[config.mk]
export PLATFORM = sky130hd
export DESIGN_NAME = coherence_bus_arbiter
export DESIGN_NICKNAME = d
export VERILOG_FILES = /design/src/rtl/coherence_bus_arbiter.sv
export SDC_FILE = /design/constraint.sdc
export NUM_CORES = 1
export LEC_CHECK = 0
export ABC_AREA = 1
export BUFFER_PORTS_ARGS = -buffer_cell sky130_fd_sc_hd__buf_2
export CAP_MARGIN = 20
export CORE_UTILIZATION = 28
export DETAILED_ROUTE_END_ITERATION = 7
export SYNTH_ARGS = -nofsm -noshare
export SYNTH_HDL_FRONTEND = slang
export SYNTH_SLANG_ARGS = --single-unit
export TNS_END_PERCENT = 50
[constraint.sdc]
create_clock -name clk -period 3.9 [get_ports clk]
set_input_delay 0.195 -clock clk [delete_from_list [all_inputs] [get_ports clk]]
set_output_delay 0.195 -clock clk [all_outputs]
set_load 0.02 [all_outputs]
[src/rtl/coherence_bus_arbiter.sv]
// Snoop-bus arbiter and coherence transaction sequencer for NPROC caches.
// Ports: clk/reset_n; req, req_op, snoop_hit, snoop_mod, inv_ack, wb_done in;
//   grant, bus_valid, bus_op, shared, read_done, invalidate, all_inv_done,
//   send_abort, busy, timeout_err out. Optional watchdog: COH_ARB_TIMEOUT_EN.
module coherence_bus_arbiter #(
    parameter int NPROC   = 2,
    parameter int MEM_LAT = 3,
    parameter int TIMEOUT = 64
) (
    input  logic               clk,
    input  logic               reset_n,
    input  logic [NPROC-1:0]   req,
    input  logic [2*NPROC-1:0] req_op,
    input  logic [NPROC-1:0]   snoop_hit,
    input  logic [NPROC-1:0]   snoop_mod,
    input  logic [NPROC-1:0]   inv_ack,
    input  logic               wb_done,
    output logic [NPROC-1:0]   grant,
    output logic               bus_valid,
    output logic [1:0]         bus_op,
    output logic               shared,
    output logic               read_done,
    output logic               invalidate,
    output logic               all_inv_done,
    output logic               send_abort,
    output logic               busy,
    output logic               timeout_err
);
    localparam int PW = (NPROC > 1) ? $clog2(NPROC) : 1;
    localparam int MW = (MEM_LAT > 1) ? $clog2(MEM_LAT) : 1;
    localparam logic [1:0] OP_WM = 2'b10;
    localparam logic [1:0] OP_WH = 2'b11;

    if (NPROC < 2 || MEM_LAT < 1 || TIMEOUT < 1) begin : g_bad_param
        $error("coherence_bus_arbiter: illegal parameter value");
    end

    typedef enum logic [2:0] {
        IDLE, BCAST, SNOOP, MEM_READ, INV_WAIT, ABORT, DONE
    } state_t;

    state_t           state, state_nxt;
    logic [PW-1:0]    ptr, winner, rr_idx, hi_idx, lo_idx;
    logic             hi_ok;
    logic [MW-1:0]    mem_cnt;
    logic [NPROC-1:0] ack_mask;
    logic             inv_first;
    logic             mem_last, inv_cover, snoop_abort, timed_out;

    // Lowest requester at or above ptr, else lowest requester overall.
    always_comb begin
        hi_ok  = 1'b0;
        hi_idx = '0;
        lo_idx = '0;
        for (int i = NPROC - 1; i >= 0; i--) begin
            if (req[i]) lo_idx = PW'(i);
            if (req[i] && PW'(i) >= ptr) begin
                hi_ok  = 1'b1;
                hi_idx = PW'(i);
            end
        end
        rr_idx = hi_ok ? hi_idx : lo_idx;
    end

    assign mem_last    = (mem_cnt == MW'(MEM_LAT - 1));
    assign snoop_abort = |(snoop_mod & ~grant);
    // The requester's own bit is treated as already acknowledged.
    assign inv_cover   = &(ack_mask | inv_ack | grant);

`ifdef COH_ARB_TIMEOUT_EN
    localparam int TW = $clog2(TIMEOUT + 1);
    logic [TW-1:0] to_cnt;
    assign timed_out = (to_cnt == TW'(TIMEOUT - 1));
`else
    assign timed_out = 1'b0;
`endif

    always_ff @(posedge clk or negedge reset_n) begin
        if (!reset_n) state <= IDLE;
        else          state <= state_nxt;
    end

    always_comb begin
        state_nxt = state;
        unique case (state)
            IDLE:     if (|req) state_nxt = BCAST;
            BCAST:    state_nxt = SNOOP;
            SNOOP: begin
                if (snoop_abort)          state_nxt = ABORT;
                else if (bus_op == OP_WH) state_nxt = INV_WAIT;
                else                      state_nxt = MEM_READ;
            end
            MEM_READ: if (mem_last)
                state_nxt = (bus_op == OP_WM) ? INV_WAIT : DONE;
            INV_WAIT: if (inv_cover || timed_out) state_nxt = DONE;
            ABORT:    if (wb_done || timed_out) state_nxt = DONE;
            DONE:     state_nxt = IDLE;
            default:  state_nxt = IDLE;
        endcase
    end

    assign bus_valid  = (state == BCAST);
    assign read_done  = (state == MEM_READ) && mem_last;
    assign invalidate = (state == INV_WAIT) && inv_first;
    assign send_abort = (state == ABORT);
    assign busy       = (state != IDLE);

    // Transaction context is dropped on the edge into DONE so that grant
    // is already low during the DONE cycle.
    always_ff @(posedge clk or negedge reset_n) begin
        if (!reset_n) begin
            grant        <= '0;
            bus_op       <= '0;
            winner       <= '0;
            ptr          <= '0;
            shared       <= 1'b0;
            mem_cnt      <= '0;
            ack_mask     <= '0;
            inv_first    <= 1'b0;
            all_inv_done <= 1'b0;
        end else begin
            all_inv_done <= 1'b0;
            if (state == IDLE && |req) begin
                grant  <= NPROC'(1) << rr_idx;
                bus_op <= req_op[{rr_idx, 1'b0} +: 2];
                winner <= rr_idx;
            end
            if (state == SNOOP) shared <= |(snoop_hit & ~grant);
            mem_cnt <= (state == MEM_READ) ? mem_cnt + 1'b1 : '0;
            if (state == INV_WAIT) ack_mask <= ack_mask | (inv_ack & ~grant);
            else                   ack_mask <= '0;
            inv_first <= (state_nxt == INV_WAIT) && (state != INV_WAIT);
            if (state == INV_WAIT && inv_cover) all_inv_done <= 1'b1;
            if (state_nxt == DONE) begin
                grant  <= '0;
                shared <= 1'b0;
                bus_op <= '0;
                ptr    <= (winner == PW'(NPROC - 1)) ? '0 : winner + 1'b1;
            end
        end
    end

`ifdef COH_ARB_TIMEOUT_EN
    always_ff @(posedge clk or negedge reset_n) begin
        if (!reset_n) begin
            to_cnt      <= '0;
            timeout_err <= 1'b0;
        end else begin
            if ((state == INV_WAIT || state == ABORT) && state_nxt == state)
                to_cnt <= to_cnt + 1'b1;
            else
                to_cnt <= '0;
            // A completion on the same cycle wins over the watchdog.
            if (timed_out && ((state == INV_WAIT && !inv_cover) ||
                              (state == ABORT && !wb_done)))
                timeout_err <= 1'b1;
        end
    end
`else
    assign timeout_err = 1'b0;
`endif

endmodule

==> impl_metrics.tcl, run 1 <==
set metrics [dict create \
    place_congestion 0.845 \
    coreArea_mm2 0.00305 \
    rsz0062_at_grt "false" \
    hpwlAfterDp_um 1590 \
    io-pin-count 27 \
    drt_iter0_drc 17 \
    drt-pass1-iter-count 4 \
    nets 165 \
    cts_buffers 3 \
    p_per_area_mw_per_mm2 725 \
    drive_gt1_share_pct 29.1 \
    crit_fanout 7 \
    ant_nets 0 \
    seq_area_frac_synth_pct 44.2 \
    grt_pass1_wl_um 3310 \
    critPathLaunch "state[2]" \
    vias_per_cell 4.34 \
    finalWirelength_um 1930 \
    crit_type "register to primary output" \
    num_rows 20 \
    p_leak_uw 0.000644 \
    cts_sinks 16 \
    min-delay-start "inv_ack[0]" \
    endpoint_kind "primary output" \
    required_ps 3700 \
    ctsLongestPathBuffers 2 \
    grt_use_total_pct 12.8 \
    hp-class "primary input to register" \
    drv_cap 0 \
    syn_avg_cell_area_um2 7.61 \
    cts_resized 0 \
    setup_viol 0 \
    dieArea_mm2 0.00347 \
    vias 833 \
    min_period_ps 1680 \
    syn_to_final_growth_pct 24.2 \
    num_antenna_cells 0 \
    fp.dieH_um 58.9 \
    ys_types 21 \
    die_w_um 58.9 \
    post-route-period-util_pct 43.1 \
    clock-root-buffer "clkbuf_4" \
    fin_worst_skew_ps 1.05 \
    drc 0 \
    postSynthCellCount 119 \
    path_clk_slew_ps 90 \
    timing.rr.start "state[2]" \
    irDropWorstVdd_mv 0.167 \
    cp-start-kind "register" \
    finalHoldWorstSlack_ps 184 \
    status "completed" \
    insertion_delay_ps 280 \
    drv_slew 0 \
    synth-seq-cells 16 \
    wire_per_inst_um 10.0 \
    port_buffers 25 \
    ys_warn_count 0 \
    report.power.total_uw 815 \
    hold_violations 0 \
    htreeDepth 1 \
    grt_overflow_total 0 \
    fin_setup_tns_ps 0 \
    syn_area_um2 906 \
    grt_max_degree 17 \
    grt_antenna_before_repair 0 \
    maxClockFrequency_mhz 595 \
    worstPathArrival_ps 1490 \
    grt_pass1_vias 772 \
    syn_nets 135 \
    cts_tree "done" \
    initial_core_util_pct 29.7 \
]
[cells by family after synthesis]
group                    after synthesis  share of synthesized area, %
AND/OR/NAND/NOR                       61                          34.8
other                                  1                         0.414
AO/OA/AOI/OAI                         13                          7.60
adder cells (fa/ha/maj)                1                          1.38
flip-flops                            16                          44.2
buffers and inverters                 27                          11.6
[layer usage]
layer  vias to the layer above  routed length (µm)  part of all wire (%)  track usage (%)
met5                         -                   0                     0                0
met4                         0                  46                   2.4             7.48
met1                       381                 880                    46             15.1
met3                         4                  80                   4.2             1.76
li1                        422                   -                     -                -
met2                        26                 920                    48             21.9
[worst paths after layout]
kind / endpoint / slack (ps) / depth (start not counted)
min in group asynchronous: grant[1] / 350 / 2
min reg2reg: mem_cnt[0] / 430 / 1
min: ack_mask[0] / 180 / 3
max: invalidate / 2220 / 5
max reg2reg: grant[1] / 2450 / 7
max in group asynchronous: state[1] / 3300 / 2
[metrics by stage]
step / area [µm²] / worst slack (ps) / util, % / std cells
floorplan: 906 / 2570 / - / 119
global placement: 1080 / 2510 / 35.3 / 187
detailed placement: 1080 / 2490 / 35.3 / 187
CTS: 1120 / 2230 / 36.8 / 192
global route: 1120 / 2120 / 36.8 / 192
finish: 1120 / 2220 / 36.8 / 192
[where the power goes]
| group | leakage (µW) | internal [µW] | switching (µW) |
|---|---|---|---|
| clock | 0.0000210 | 56.8 | 51.6 |
| combinational | 0.000417 | 138 | 284 |
| sequential | 0.000207 | 227 | 57.4 |
| total | 0.000644 | 422 | 393 |
[state kept, by name, indices dropped and copies added, names as in the netlist]
| signal | flops |
|---|---|
| grant | 2 |
| state | 3 |
| inv_first | 1 |
| shared | 1 |
| winner | 1 |
| ack_mask | 2 |
| all_inv_done | 1 |
| mem_cnt | 2 |
| ptr | 1 |
| bus_op | 2 |
[cell type report]
| class | instances | area [µm²] |
|---|---|---|
| fill | 341 | 1930 |
| clock buffer | 4 | 36.3 |
| inverter | 26 | 97.6 |
| timing repair buffer | 26 | 135 |
| sequential | 16 | 400 |
| tap | 44 | 55.1 |
| multi-input combinational | 76 | 400 |
[repair_timing]
action,CTS,global route
setup endpoints to repair,0,0
hold endpoints to repair,16,0
buffers inserted,0,0
hold buffers,1,0
[placed cells by master (no fill, tap or decap)]
cell type       n
a21oi_1         3
a22o_1          1
buf_2          25
clkbuf_4        3
clkbuf_8        1
clkinv_1        1
conb_1          1
dfrtp_1        16
dlygate4sd3_1   1
ha_1            1
inv_1          22
inv_2           3
nand2_1        28
nand2_2         1
nand3_1         4
nand3_2         4
nand3_4         1
nand4_1         2
nor2_1         16
nor2_2          1
nor2_4          1
nor3_2          2
nor3_4          1
o21ai_0         9
[cell usage after synthesis]
master,n,area [µm²]
nand2_1,28,105
inv_1,22,82.6
dfrtp_1,16,400
nor2_1,16,60.1
o21ai_0,9,45.0
nand3_1,4,20.0
nand3_2,4,40.0
a21oi_1,3,15.0
inv_2,3,11.3
nand4_1,2,12.5
nor3_2,2,20.0
a22o_1,1,8.76
buf_4,1,7.51
clkinv_1,1,3.75
conb_1,1,3.75
ha_1,1,12.5
nand2_2,1,6.26
nand3_4,1,17.5
nor2_2,1,6.26
nor2_4,1,11.3
nor3_4,1,16.3
[critical path, cell delays in order, from the launching register on]
cell     delay (ps)
dfrtp_1         490
inv_2           120
nor3_4          220
inv_1           120
nor2_1           90
buf_2           160
(Power assumes the default switching activity.)
==> run 2: changes to the inputs <==
Settings changed: ABC_AREA 1 to 0.
Clock period 3.9 ns to 1.54 ns, I/O delays scaled along.
==> run 2 against run 1 <==
Against the previous run: the flow now finishes with violations (DRC, setup timing); register-to-register slack worse by 2700 ps; sequential share of layout area is 6.1 points lower; cell count is 7.8% lower; first-iteration DRC count fell by 18%; worst setup slack got worse by 2400 ps; non-clock buffer count up 26; die area fell by 7.2%.
==> impl_metrics.tcl, run 2 <==
set metrics [dict create \
    worstPathArrival_ps 1960 \
    critPathMaxStageDelay_ps 410 \
    min-delay-start "inv_ack[1]" \
    path_clk_slew_ps 100 \
    crit_fanout 6 \
    path_common_cell "buf_6" \
    hold_path_end "ack_mask[1]" \
    hold_violations 0 \
    ys_top_cells_by_count "dfrtp_1, nand2_1, nor2_1" \
    ys.flop_type "dfrtp_1" \
    coreArea_mm2 0.00281 \
    drv_slew 0 \
    ctsLongestPathBuffers 2 \
    setup_viol 9 \
    p_leak_uw 0.000664 \
    violations "DRC, setup timing" \
    cts_sinks 16 \
    fin_area_mm2 0.00138 \
    synthArstFlopShare_pct 100 \
    syn_area_um2 838 \
    drc 4 \
    post-route-util_pct 49.0 \
    finalWirelength_um 2210 \
    nets 163 \
    fp.dieH_um 56.7 \
    r2r_slack_ps -200 \
    place_congestion 0.889 \
    ant_nets 0 \
    crit_slowest_cell "dfrtp_1" \
    r2r_end "bus_op[1]" \
    synthMostInstantiatedCell "dfrtp_1" \
    ys_types 32 \
    initial_core_util_pct 29.9 \
    insertion_delay_ps 300 \
    post-route-period-util_pct 113 \
    dieArea_mm2 0.00322 \
    cts_buffers 3 \
    io-pin-count 27 \
    holdPathStages 3 \
    place_ws_ps -242 \
    syn_nets 108 \
    syn_to_final_growth_pct 64.0 \
    vias 849 \
    crit_type "register to register" \
    dpl_cell_area_mm2 0.00118 \
    netlist.area_leader.share_pct 47.8 \
    timing.rr.start "state[0]" \
    maxClockFrequency_mhz 574 \
    hp-class "primary input to register" \
    vias_per_cell 4.80 \
    drive_gt1_share_pct 56.2 \
    seq_area_frac_synth_pct 47.8 \
    rsz0062_at_grt "true" \
    endpoint_kind "register" \
    postSynthCellCount 92 \
    port_buffers 25 \
    drt_iter0_drc 14 \
    synth-edff-count 0 \
    status "complete, but fails checks" \
    report.power.total_uw 2810 \
    drt-pass1-iter-count 6 \
    num_antenna_cells 0 \
    layout_common_cells "buf_2, buf_4, nand2_1, dfrtp_1, buf_6" \
    required_ps 1750 \
    synth-seq-cells 16 \
    layout_commonest_cell "buf_2" \
    fin_worst_skew_ps 1.13 \
    grt_pass1_wl_um 3840 \
    synth.area.top_cells "dfrtp_1, nand2_1, nor2_1, inv_1, a211oi_4" \
    p_per_area_mw_per_mm2 2040 \
    yosysTopAreaCell "dfrtp_1" \
    clock-root-buffer "clkbuf_4" \
    crit_chain "buf_6 -> or2_2 -> o22a_1 -> o22ai_2 -> a211oi_4 -> buf_6 -> a311oi_2" \
    hpwlAfterDp_um 1690 \
    grt_overflow_total 0 \
    largest-register "state" \
    min_period_ps 1740 \
    setup_ws_ps -202 \
    largest_reg_flops 3 \
    num_rows 19 \
    wire_per_inst_um 12.5 \
    grt_antenna_before_repair 0 \
    grt_use_total_pct 15.6 \
    cp-start-kind "register" \
    irDropWorstVdd_mv 0.931 \
    ys_warn_count 0 \
    grt_pass1_vias 843 \
    die_w_um 56.7 \
    drv_cap 0 \
    cts_tree "done" \
    htreeDepth 1 \
    finalHoldWorstSlack_ps 25.5 \
    syn_avg_cell_area_um2 9.11 \
    grt_max_degree 17 \
    r2r_cells 7 \
]
run 2: cell types whose count changed in the layout (fill, tap and decap cells not counted), moves of 4 or more:
| cell | delta |
|---|---|
| nor2_1 | -8 |
| dfrtp_2 | +4 |
| nand2_1 | -15 |
| dfrtp_1 | -4 |
| nand3_2 | -4 |
| buf_4 | +20 |
| o21ai_0 | -7 |
| inv_1 | -14 |
| buf_6 | +9 |
run 2: timing repair:
item | CTS | global route
gates resized for setup | 18 | 12
hold buffers | 1 | 0
pin swaps | 6 | 4
setup buffers | 4 | 1
hold endpoints to repair | 16 | 0
endpoints found under the setup margin | 10 | 13
run 2: final cells by class:
cell class	count	area, µm²
inverter	8	30.0
sequential	16	405
timing repair buffer	52	372
fill	276	1430
tap	31	38.8
clock buffer	4	36.3
multi-input combinational	66	493
run 2: how the worst max path moves through the flow:
stage               startpoint   endpoint  slack (ps)  depth (start not counted)
floorplan             state[1]        ptr         -70                          5
global route          state[2]  bus_op[0]        -280                          6
detailed placement    state[0]  bus_op[0]        -240                          7
CTS                 mem_cnt[0]  bus_op[0]        -170                          8
global placement      state[0]  bus_op[0]        -190                          6
finish                state[0]  bus_op[1]        -200                          7
run 2: logic make-up after synthesis:
| family | after synthesis | share of synthesized area [%] |
|---|---|---|
| other | 1 | 0.447 |
| AND/OR/NAND/NOR | 47 | 29.0 |
| adder cells (fa/ha/maj) | 1 | 1.49 |
| buffers and inverters | 10 | 5.07 |
| flip-flops | 16 | 47.8 |
| AO/OA/AOI/OAI | 16 | 15.1 |
| multiplexers | 1 | 1.19 |
run 2: stage by stage:
stage,cells,TNS [ps]
2_1_floorplan,92,-66.5
3_3_place_gp,168,-1030
3_5_place_dp,168,-1250
4_1_cts,176,-1210
5_1_grt,177,-2060
6_report,177,-1320
run 2: metal layers:
layer	vias to the layer above	global-route usage, %	share of wire, %
li1	422	-	-
met1	402	20.9	46
met2	23	24.1	48
met3	2	2.76	4.3
met4	0	7.86	0.95
met5	-	0	0
run 2: report_power, final:
| group | switching (µW) | internal, µW | total, µW |
|---|---|---|---|
| Clock | 150 | 144 | 294 |
| Combinational | 896 | 881 | 1780 |
| Sequential | 137 | 603 | 740 |
| Total | 1180 | 1630 | 2810 |
run 2: critical path: cells and delay by family, from the launching register on:
family	cells	cell delay (ps)
DFF	1	410
and+or+nand+nor	1	270
buffers and inverters	2	280
AOI/OAI and AO/OA	4	690
==> run 3: changes to the inputs <==
Settings changed: CORE_ASPECT_RATIO set to 1.75.
==> run 3 against run 2 <==
Against the previous run: the flow still finishes with violations (DRC, setup timing); utilization up 0.19 points; non-clock buffer count unchanged; hold slack better by 68 ps; critical path depth down 1; sequential share of layout area about the same; clock power up 28%; combinational power down 2%; via count down 1.9%; first-iteration DRC count up 14%; critical path type unchanged.
==> impl_metrics.tcl, run 3 (synthesis results as in run 2) <==
set metrics [dict create \
    vias 833 \
    power.internal_uw 1700 \
    setup_viol 10 \
    dieArea_mm2 0.00323 \
    ant_nets 0 \
    p_seq_share_pct 26.1 \
    num_rows 25 \
    final_cells 173 \
    cts_buffers 3 \
    cts_sinks 16 \
    insertion_delay_ps 250 \
    path_buf_inv 1 \
    largest-register "state" \
    nets 163 \
    io-pin-count 27 \
    dpl_cell_area_mm2 0.00119 \
    grt_max_degree 17 \
    p_sw_uw 1160 \
    p_leak_uw 0.000668 \
    place_congestion 0.800 \
    die_w_um 43.4 \
    finalWirelength_um 2240 \
    largest_reg_flops 3 \
    placedCellCount 166 \
    crit_fanout 5 \
    post-route-period-util_pct 116 \
    clock-root-buffer "clkbuf_8" \
    grt_pass1_wl_um 3640 \
    crit_chain "or3b_4 -> nor3_4 -> a31oi_4 -> a211oi_4 -> buf_4 -> a311oi_2" \
    r2r_slack_ps -250 \
    drt-pass1-iter-count 6 \
    setup_ws_ps -245 \
    clkPwrFrac_pct 13.1 \
    irDropWorstVdd_mv 1.02 \
    syn_to_final_growth_pct 63.4 \
    drive_gt1_share_pct 52.1 \
    maxClockFrequency_mhz 560 \
    finalHoldWorstSlack_ps 93.6 \
    fin_worst_skew_ps 1.88 \
    num_antenna_cells 0 \
    crit_type "register to register" \
    endpoint_kind "register" \
    critPathMaxStageDelay_ps 440 \
    cp-start-kind "register" \
    crit_path_end "bus_op[0]" \
    wire_per_inst_um 13.0 \
    grt_use_total_pct 15.6 \
    violations "DRC, setup timing" \
    layout_commonest_cell "buf_4" \
    grt_overflow_total 0 \
    grt_antenna_before_repair 0 \
    hpwlAfterDp_um 1790 \
    layout_common_cells "buf_4, buf_2, nand2_1, dfrtp_1, nor2_1" \
    r2r_cells 6 \
    critPathLaunch "state[2]" \
    drv_cap 0 \
    cp.depth 6 \
    ctsLongestPathBuffers 2 \
    grt_pass1_vias 837 \
    drt_iter0_drc 16 \
    fin_area_mm2 0.00137 \
    drc 2 \
    cts_tree "done" \
    initial_core_util_pct 30.1 \
    drv_slew 0 \
    hold_violations 0 \
    timing.rr.start "state[2]" \
    coreArea_mm2 0.00278 \
    fp.dieH_um 74.4 \
    r2r_end "bus_op[0]" \
    crit_slowest_cell "or3b_4" \
    power_frac_comb_pct 60.8 \
    port_buffers 25 \
    required_ps 1660 \
    power_switching_share_pct 40.7 \
    vias_per_cell 4.82 \
    p_per_area_mw_per_mm2 2090 \
    hp-class "primary input to register" \
    status "complete, but fails checks" \
    crit_family "simple AND/OR/NAND/NOR gates" \
    min_period_ps 1790 \
    worstPathArrival_ps 1910 \
    rsz0062_at_grt "true" \
    path_clk_slew_ps 60 \
    htreeDepth 1 \
]
[run 3: metal layers]
metal / up-vias / routed length (µm) / GRT usage [%]
met5: - / 0 / 0
met4: 0 / 51 / 9.72
met3: 5 / 50 / 0.728
met2: 20 / 1350 / 30.3
met1: 390 / 786 / 15.6
li1: 418 / - / -
[run 3: cell type report]
cell class	count	area, µm²
fillers	279	1410
flip-flops and latches	16	404
repair buffers	52	357
clock buffers	4	55.1
well taps	27	33.8
inverters	8	30.0
multi-input cells	66	490
[run 3: worst min path at each step]
stage | from | endpoint | slack, ps | depth (start not counted)
finish | inv_ack[1] | ack_mask[1] | 90 | 3
global route | req_op[0] | bus_op[0] | 110 | 3
detailed placement | reset_n | ack_mask[0] | 20 | 1
floorplan | reset_n | ack_mask[0] | -220 | 0
global placement | reset_n | ack_mask[1] | 5 | 1
CTS | req_op[1] | bus_op[1] | 80 | 3
[run 3: what timing repair did]
action / in CTS / in global routing
pin swaps: 1 / 4
endpoints found under the hold margin: 16 / 0
gates resized for setup: 5 / 17
buffers inserted: 1 / 1
hold buffers: 1 / 0
endpoints found under the setup margin: 9 / 12
[run 3: per-stage QoR]
step / setup WS, ps / total power, µW / utilization (%) / setup TNS [ps]
floorplan: -66.5 / 1570 / - / -66.5
global placement: -153 / 2240 / 42.9 / -867
detailed placement: -228 / 2280 / 42.9 / -1270
CTS: -215 / 2730 / 46.2 / -1330
global route: -303 / 3060 / 49.2 / -2160
finish: -245 / 2860 / 49.2 / -1510
[run 3: worst register-to-register path, cell delays in order (launching register included)]
cell	delay, ps
dfrtp_1	430
or3b_4	440
nor3_4	190
a31oi_4	70
a211oi_4	300
buf_4	200
a311oi_2	40
[run 3: power by group through the flow]
stage	clock [µW]	sequential, µW	combinational (µW)
floorplan	0	827	743
global placement	0	744	1500
detailed placement	0	753	1530
CTS	381	745	1600
global route	407	770	1880
finish	375	749	1740
